## src/rtl/id_pair_issue_pkg.sv

```systemverilog
// Shared constants, state encoding and slot-validity rule for the fetch-to-decode pair issue stage.
package id_pair_issue_pkg;

  localparam int          EXCP_W       = 7;
  localparam logic [31:0] PC_RESET_DEF = 32'h1c00_0000;
  localparam logic [31:0] INST_NOP_DEF = 32'h0340_0000;

  typedef enum logic [1:0] {
    ST_EMPTY = 2'd0,
    ST_FULL  = 2'd1,
    ST_HALF  = 2'd2
  } state_t;

  // Slot1 is live only for a fault-free packet starting on an even slot whose
  // predicted successor is not the slot1 address itself (taken branch in slot0).
  function automatic logic slot1_live(input logic        excp_flag,
                                      input logic [31:0] pc,
                                      input logic [31:0] pc_next);
    return !excp_flag && !pc[2] && (pc_next != pc + 32'd4);
  endfunction

endpackage

```

## src/rtl/id_pair_issue_if.sv

```systemverilog
// Fetch-buffer head and decode-slot signals shared by the pair issue stage and its neighbours.
interface id_pair_issue_if;
  import id_pair_issue_pkg::*;

  logic              fetch_buf_empty;
  logic [31:0]       fifo_inst0;
  logic [31:0]       fifo_inst1;
  logic [31:0]       fifo_pc;
  logic [31:0]       fifo_pc_next;
  logic [31:0]       fifo_badv;
  logic [EXCP_W-1:0] fifo_exception;
  logic              fifo_excp_flag;
  logic              fifo_ready;

  logic [1:0]        id_accept;
  logic              id_valid0;
  logic              id_valid1;
  logic [31:0]       id_inst0;
  logic [31:0]       id_inst1;
  logic [31:0]       id_pc0;
  logic [31:0]       id_pc1;
  logic              id_excp_flag;
  logic [EXCP_W-1:0] id_exception;
  logic [31:0]       id_badv;

  modport master (
    output fetch_buf_empty, fifo_inst0, fifo_inst1, fifo_pc, fifo_pc_next,
           fifo_badv, fifo_exception, fifo_excp_flag, id_accept,
    input  fifo_ready, id_valid0, id_valid1, id_inst0, id_inst1, id_pc0,
           id_pc1, id_excp_flag, id_exception, id_badv
  );

  modport slave (
    input  fetch_buf_empty, fifo_inst0, fifo_inst1, fifo_pc, fifo_pc_next,
           fifo_badv, fifo_exception, fifo_excp_flag, id_accept,
    output fifo_ready, id_valid0, id_valid1, id_inst0, id_inst1, id_pc0,
           id_pc1, id_excp_flag, id_exception, id_badv
  );

endinterface

```

## src/rtl/id_pair_issue.sv

```systemverilog
// Skid register between fetch buffer and decode: holds one 2-inst packet and issues 0/1/2 slots
// per cycle as decode accepts them, popping the buffer only when the held packet is drained.
module id_pair_issue
  import id_pair_issue_pkg::*;
#(
  parameter logic [31:0] PC_RESET = PC_RESET_DEF,
  parameter logic [31:0] INST_NOP = INST_NOP_DEF
) (
  input  logic           clk,
  input  logic           rstn,
  input  logic           flush,
  id_pair_issue_if.slave bus
);

  state_t      state;
  logic        v1_p1;
  logic [31:0] inst1_p1;
  logic [31:0] pc1_p1;

  logic [1:0]  remaining;
  logic        consumed;
  logic        split;
  logic        pop;
  logic        cap_v1;

  always_comb begin
    remaining = 2'd0;
    case (state)
      ST_FULL: remaining = v1_p1 ? 2'd2 : 2'd1;
      ST_HALF: remaining = 2'd1;
      default: remaining = 2'd0;
    endcase
    // Over-acceptance is treated as draining the packet.
    consumed = (state != ST_EMPTY) && (bus.id_accept != 2'd0) &&
               (bus.id_accept >= remaining);
    split    = (state == ST_FULL) && v1_p1 && (bus.id_accept == 2'd1);
    pop      = rstn && !flush && !bus.fetch_buf_empty &&
               ((state == ST_EMPTY) || consumed);
    cap_v1   = slot1_live(bus.fifo_excp_flag, bus.fifo_pc, bus.fifo_pc_next);
  end

  assign bus.fifo_ready = pop;

  // ---- stage p1: packet capture, held slot1 payload ----
  always_ff @(posedge clk) begin
    if (pop) begin
      inst1_p1 <= bus.fifo_inst1;
      pc1_p1   <= bus.fifo_pc + 32'd4;
    end
  end

  always_ff @(posedge clk or negedge rstn) begin
    if (!rstn) begin
      state            <= ST_EMPTY;
      v1_p1            <= 1'b0;
      bus.id_valid0    <= 1'b0;
      bus.id_valid1    <= 1'b0;
      bus.id_inst0     <= INST_NOP;
      bus.id_inst1     <= INST_NOP;
      bus.id_pc0       <= PC_RESET;
      bus.id_pc1       <= PC_RESET;
      bus.id_excp_flag <= 1'b0;
      bus.id_exception <= '0;
      bus.id_badv      <= '0;
    end else if (pop) begin
      state            <= ST_FULL;
      v1_p1            <= cap_v1;
      bus.id_valid0    <= 1'b1;
      bus.id_valid1    <= cap_v1;
      bus.id_inst0     <= bus.fifo_inst0;
      bus.id_inst1     <= cap_v1 ? bus.fifo_inst1 : INST_NOP;
      bus.id_pc0       <= bus.fifo_pc;
      bus.id_pc1       <= bus.fifo_pc + 32'd4;
      bus.id_excp_flag <= bus.fifo_excp_flag;
      bus.id_exception <= bus.fifo_exception;
      bus.id_badv      <= bus.fifo_badv;
    end else if (flush || consumed) begin
      state            <= ST_EMPTY;
      v1_p1            <= 1'b0;
      bus.id_valid0    <= 1'b0;
      bus.id_valid1    <= 1'b0;
      bus.id_inst0     <= INST_NOP;
      bus.id_inst1     <= INST_NOP;
      bus.id_pc0       <= PC_RESET;
      bus.id_pc1       <= PC_RESET;
      bus.id_excp_flag <= 1'b0;
      bus.id_exception <= '0;
      bus.id_badv      <= '0;
    end else if (split) begin
      // Pending slot1 moves down to decode slot0.
      state            <= ST_HALF;
      v1_p1            <= 1'b0;
      bus.id_valid0    <= 1'b1;
      bus.id_valid1    <= 1'b0;
      bus.id_inst0     <= inst1_p1;
      bus.id_inst1     <= INST_NOP;
      bus.id_pc0       <= pc1_p1;
      bus.id_pc1       <= pc1_p1 + 32'd4;
      bus.id_excp_flag <= 1'b0;
      bus.id_exception <= '0;
      bus.id_badv      <= '0;
    end
  end

  a_accept_legal: assert property (@(posedge clk) disable iff (!rstn)
    !flush |-> (bus.id_accept <= remaining));

endmodule

```

## src/flat_wrapper.sv

```systemverilog
// flat-port wrapper written by rule: the top's interface ports become plain ports
module id_pair_issue_flat import id_pair_issue_pkg::*;
#(
  parameter logic [31:0] PC_RESET = PC_RESET_DEF,
  parameter logic [31:0] INST_NOP = INST_NOP_DEF
)
  (clk, rstn, flush, bus_fetch_buf_empty, bus_fifo_inst0, bus_fifo_inst1, bus_fifo_pc, bus_fifo_pc_next, bus_fifo_badv, bus_fifo_exception, bus_fifo_excp_flag, bus_id_accept, bus_fifo_ready, bus_id_valid0, bus_id_valid1, bus_id_inst0, bus_id_inst1, bus_id_pc0, bus_id_pc1, bus_id_excp_flag, bus_id_exception, bus_id_badv);
  id_pair_issue_if bus_i ();
  input  logic clk;
  input  logic rstn;
  input  logic flush;
  input wire logic [$bits(bus_i.fetch_buf_empty)-1:0] bus_fetch_buf_empty;
  input wire logic [$bits(bus_i.fifo_inst0)-1:0] bus_fifo_inst0;
  input wire logic [$bits(bus_i.fifo_inst1)-1:0] bus_fifo_inst1;
  input wire logic [$bits(bus_i.fifo_pc)-1:0] bus_fifo_pc;
  input wire logic [$bits(bus_i.fifo_pc_next)-1:0] bus_fifo_pc_next;
  input wire logic [$bits(bus_i.fifo_badv)-1:0] bus_fifo_badv;
  input wire logic [$bits(bus_i.fifo_exception)-1:0] bus_fifo_exception;
  input wire logic [$bits(bus_i.fifo_excp_flag)-1:0] bus_fifo_excp_flag;
  input wire logic [$bits(bus_i.id_accept)-1:0] bus_id_accept;
  output wire logic [$bits(bus_i.fifo_ready)-1:0] bus_fifo_ready;
  output wire logic [$bits(bus_i.id_valid0)-1:0] bus_id_valid0;
  output wire logic [$bits(bus_i.id_valid1)-1:0] bus_id_valid1;
  output wire logic [$bits(bus_i.id_inst0)-1:0] bus_id_inst0;
  output wire logic [$bits(bus_i.id_inst1)-1:0] bus_id_inst1;
  output wire logic [$bits(bus_i.id_pc0)-1:0] bus_id_pc0;
  output wire logic [$bits(bus_i.id_pc1)-1:0] bus_id_pc1;
  output wire logic [$bits(bus_i.id_excp_flag)-1:0] bus_id_excp_flag;
  output wire logic [$bits(bus_i.id_exception)-1:0] bus_id_exception;
  output wire logic [$bits(bus_i.id_badv)-1:0] bus_id_badv;
  assign bus_i.fetch_buf_empty = bus_fetch_buf_empty;
  assign bus_i.fifo_inst0 = bus_fifo_inst0;
  assign bus_i.fifo_inst1 = bus_fifo_inst1;
  assign bus_i.fifo_pc = bus_fifo_pc;
  assign bus_i.fifo_pc_next = bus_fifo_pc_next;
  assign bus_i.fifo_badv = bus_fifo_badv;
  assign bus_i.fifo_exception = bus_fifo_exception;
  assign bus_i.fifo_excp_flag = bus_fifo_excp_flag;
  assign bus_i.id_accept = bus_id_accept;
  assign bus_fifo_ready = bus_i.fifo_ready;
  assign bus_id_valid0 = bus_i.id_valid0;
  assign bus_id_valid1 = bus_i.id_valid1;
  assign bus_id_inst0 = bus_i.id_inst0;
  assign bus_id_inst1 = bus_i.id_inst1;
  assign bus_id_pc0 = bus_i.id_pc0;
  assign bus_id_pc1 = bus_i.id_pc1;
  assign bus_id_excp_flag = bus_i.id_excp_flag;
  assign bus_id_exception = bus_i.id_exception;
  assign bus_id_badv = bus_i.id_badv;
  id_pair_issue #(.PC_RESET(PC_RESET), .INST_NOP(INST_NOP)) u_core (.clk(clk), .rstn(rstn), .flush(flush), .bus(bus_i));
endmodule
```

## config.mk

```make
export PLATFORM = sky130hd
export DESIGN_NAME = id_pair_issue_flat
export DESIGN_NICKNAME = d
export VERILOG_FILES = /design/src/rtl/id_pair_issue_pkg.sv /design/src/rtl/id_pair_issue_if.sv /design/src/rtl/id_pair_issue.sv /design/src/flat_wrapper.sv
export SDC_FILE = /design/constraint.sdc
export NUM_CORES = 1
export LEC_CHECK = 0
export CORE_MARGIN = 2
export CORE_UTILIZATION = 49
export CTS_BUF_LIST = sky130_fd_sc_hd__clkbuf_4
export CTS_CLUSTER_DIAMETER = 120
export DETAILED_ROUTE_END_ITERATION = 12
export PLACE_DENSITY = 0.95
export SLEW_MARGIN = 25
export SYNTH_ARGS = -nofsm -noshare
export SYNTH_HDL_FRONTEND = slang
export SYNTH_SLANG_ARGS = --single-unit
```

## constraint.sdc

```tcl
create_clock -name clk -period 5.7 [get_ports clk]
set_input_delay 1.14 -clock clk [delete_from_list [all_inputs] [get_ports clk]]
set_output_delay 1.14 -clock clk [all_outputs]
set_load 0.1 [all_outputs]
```

==> impl_metrics.env <==
export IMPL_wl_per_cell_um=22.0
export IMPL_reg2reg_depth=15
export IMPL_ys_ff_latch=234
export IMPL_globalplace_congestion=0.946
export IMPL_synth_top_cell_area_share=0.355
export IMPL_io_buffer_count=344
export IMPL_finalMaxSlewViolations=0
export IMPL_worstSetupEndpoint="bus_fifo_ready"
export IMPL_crit_required_ns=4.56
export IMPL_fin_util=0.692
export IMPL_synth_compound_area_frac=0.143
export IMPL_final_hold_violation_count=0
export IMPL_antenna_found_initial=4
export IMPL_grt_pass1_wl_um=57100
export IMPL_final_nets=1541
export IMPL_clock_tree_root_cell="clkbuf_4"
export IMPL_grt_total_usage=0.306
export IMPL_reg2reg_from="u_core.state[1]"
export IMPL_yosysWarningCount=0
export IMPL_syn_avg_cell_area_um2=11.0
export IMPL_finalWorstSetupSlack_ns=1.17
export IMPL_top_layer="met5"
export IMPL_vdd_drop_max_v=0.000196
export IMPL_vias=10100
export IMPL_dr_wl_met3_um=3230
export IMPL_yosysTopAreaCell="dfrtp_1"
export IMPL_routed_wl_um=37200
export IMPL_fp_dieW_um=155
export IMPL_drc_errors=0
export IMPL_yosys_top_cells_area="dfrtp_1 (36%), edfxtp_1 (17%), a22o_1 (5.4%), mux2i_1 (5.2%), xnor2_1 (3.9%)"
export IMPL_syn_area_um2=11100
export IMPL_synth_flop_cell="dfrtp_1"
export IMPL_fin_crit_ns=4.53
export IMPL_htreeDepth=2
export IMPL_vias_per_cell=5.93
export IMPL_ant_nets=0
export IMPL_r2r_end="u_core.bus.id_pc1[13]"
export IMPL_timing_final_crit_share=0.794
export IMPL_cts_tree="yes"
export IMPL_final_cell_mix="clkdlybuf4s50_1 (342), dfrtp_1 (158), nand2_1 (108)"
export IMPL_cp_startpoint="bus_id_accept[0]"
export IMPL_pin_count=345
export IMPL_cts_made_buffers=58
export IMPL_core_um2=22500
export IMPL_maxCapViolCount=0
export IMPL_p_leak_nw=6.55
export IMPL_drt_initial_drc_count=880
export IMPL_overflow=0
export IMPL_synthArstFlopShare=0.726
export IMPL_start_kind="primary input"
export IMPL_drt_pass1_iterations=5
export IMPL_synth_xor_area_share=0.0678
export IMPL_critPathMaxFanout=49
export IMPL_fp_dieH_um=155
export IMPL_grt_pass1_vias=10400
export IMPL_synth_edf_count=64
export IMPL_hold_buffers=0
export IMPL_syn_nets=1192
export IMPL_synth_fa_ha_area_frac=0.00787
export IMPL_synth_area_mux_share=0.0522
export IMPL_worstSkewPairLatency_ns=0.70
export IMPL_synthSimpleGateAreaFrac=0.139
export IMPL_fmaxAchievable_ghz=0.221
export IMPL_rows=55
export IMPL_rsz0062_at_grt="no"
export IMPL_tns_ns=0
export IMPL_power_density_nw_per_um2=284
export IMPL_setup_viol=0
export IMPL_clock_skew_ns=0.0705
export IMPL_hpwl_um=26100
export IMPL_cts_max_path_buffers=3
export IMPL_seq_area_frac_synth=0.556
export IMPL_final_common_cell="clkdlybuf4s50_1"
export IMPL_grt_max_degree=87
export IMPL_wl_met1_um=13900
export IMPL_min_path_type="primary input to async pin"
export IMPL_initial_core_util=0.495
export IMPL_max_slew_margin=0.283
export IMPL_syn_inst=1011
export IMPL_cts_resized=0
export IMPL_fp_dieArea_um2=23900
export IMPL_status="completed"
export IMPL_cts_setup_buffers=0
export IMPL_drive_gt1_frac=0.0993
export IMPL_tightestPinTransition_ns=1.07
export IMPL_wl_met2_um=18900
export IMPL_cts_sinks=234
export IMPL_area_delta_synth_final_pct=39.9
export IMPL_r2r_slack_ns=2.01
export IMPL_clkTransAtPathRegs_ns=0.08
export IMPL_cp_data_arrival_time_ns=3.39
export IMPL_end_kind="output pin"
export IMPL_place_ws_ns=0.710
export IMPL_synth_cell_types=64
export IMPL_crit_type="primary input to output pin"
export IMPL_synth_top_family_by_area="compound AO/OA/AOI/OAI gates"
-- metrics by stage --
step	instances	hold WS (ns)	total power [mW]	instance area (µm²)
global placement	1584	0.473	2.94	14800
global route	1696	0.327	4.58	15600
finish	1696	0.351	4.42	15600
floorplan	1011	0.470	2.57	11100
CTS	1694	0.303	4.44	15500
detailed placement	1584	0.481	2.96	14800
-- worst min-delay path by stage --
| stage | cells after the start | to |
|---|---|---|
| 2_1_floorplan | 2 | u_core.bus.id_inst0[22] |
| 3_3_place_gp | 2 | u_core.bus.id_pc1[21] |
| 3_5_place_dp | 2 | u_core.bus.id_inst0[22] |
| 4_1_cts | 1 | u_core.bus.id_pc1[15] |
| 5_1_grt | 1 | u_core.bus.id_pc1[15] |
| 6_report | 1 | u_core.bus.id_pc1[15] |
-- flip-flops by register name, summed over array words and instances (netlist names) --
signal and flops:
u_core.bus.id_badv 32, u_core.bus.id_exception 7, u_core.bus.id_excp_flag 1, u_core.bus.id_inst0 32, u_core.bus.id_inst1 32, u_core.bus.id_pc0 30, u_core.bus.id_pc1 32, u_core.bus.id_valid0 1
u_core.bus.id_valid1 1, u_core.inst1_p1 32, u_core.pc1_p1 32, u_core.state 2
-- cells in the mapped netlist, drive strengths merged, types with 5 or more instances --
cell type  number
nor3           18
xor2           32
a22o           69
or4             6
buf            28
dfrtp         158
and4            5
xnor2          49
edfxtp         64
nand2b          5
a31oi          10
nand3          26
clkbuf         40
nor4           16
and3            8
or3             6
ha              7
a221oi          5
nor2b           5
and2            5
nand2         109
a21oi          37
o21ai          79
mux2i          58
o22ai          14
nand4          24
inv            17
nor2           64
dfstp          12
-- logic make-up after synthesis --
logic type | Yosys count
buf+inv | 85
mux | 58
compound gates | 238
xor+xnor | 83
simple gates | 306
fa+ha+maj | 7
flops | 234
-- layout make-up --
type	count	area (µm²)
Antenna cell	1	2.50
Clock buffer	90	676
Clock inverter	20	108
Fill cell	1539	6930
Inverter	17	68.8
Multi-Input combinational cell	692	4600
Sequential cell	234	6190
Tap cell	285	357
Timing Repair Buffer	357	3580
-- layer usage --
layer / vias up / GRT usage
met5: - / 0
met4: 4 / 0.108
met3: 97 / 0.0731
met2: 598 / 0.535
met1: 4935 / 0.371
li1: 4417 / -
-- critical path, stage by stage --
cell,delay [ns]
clkdlybuf4s50_1,0.48
inv_1,0.08
ha_1,0.30
nand2b_1,0.15
a21oi_1,0.19
nor2_1,0.06
o211ai_1,0.37
inv_6,0.24
buf_4,0.33
-- report_power, final --
| part | internal [mW] | switching [mW] |
|---|---|---|
| Combinational | 0.306 | 0.767 |
| Sequential | 1.81 | 0.0532 |
| Clock | 0.767 | 0.712 |
| Total | 2.88 | 1.53 |
(Power assumes the default switching activity.)
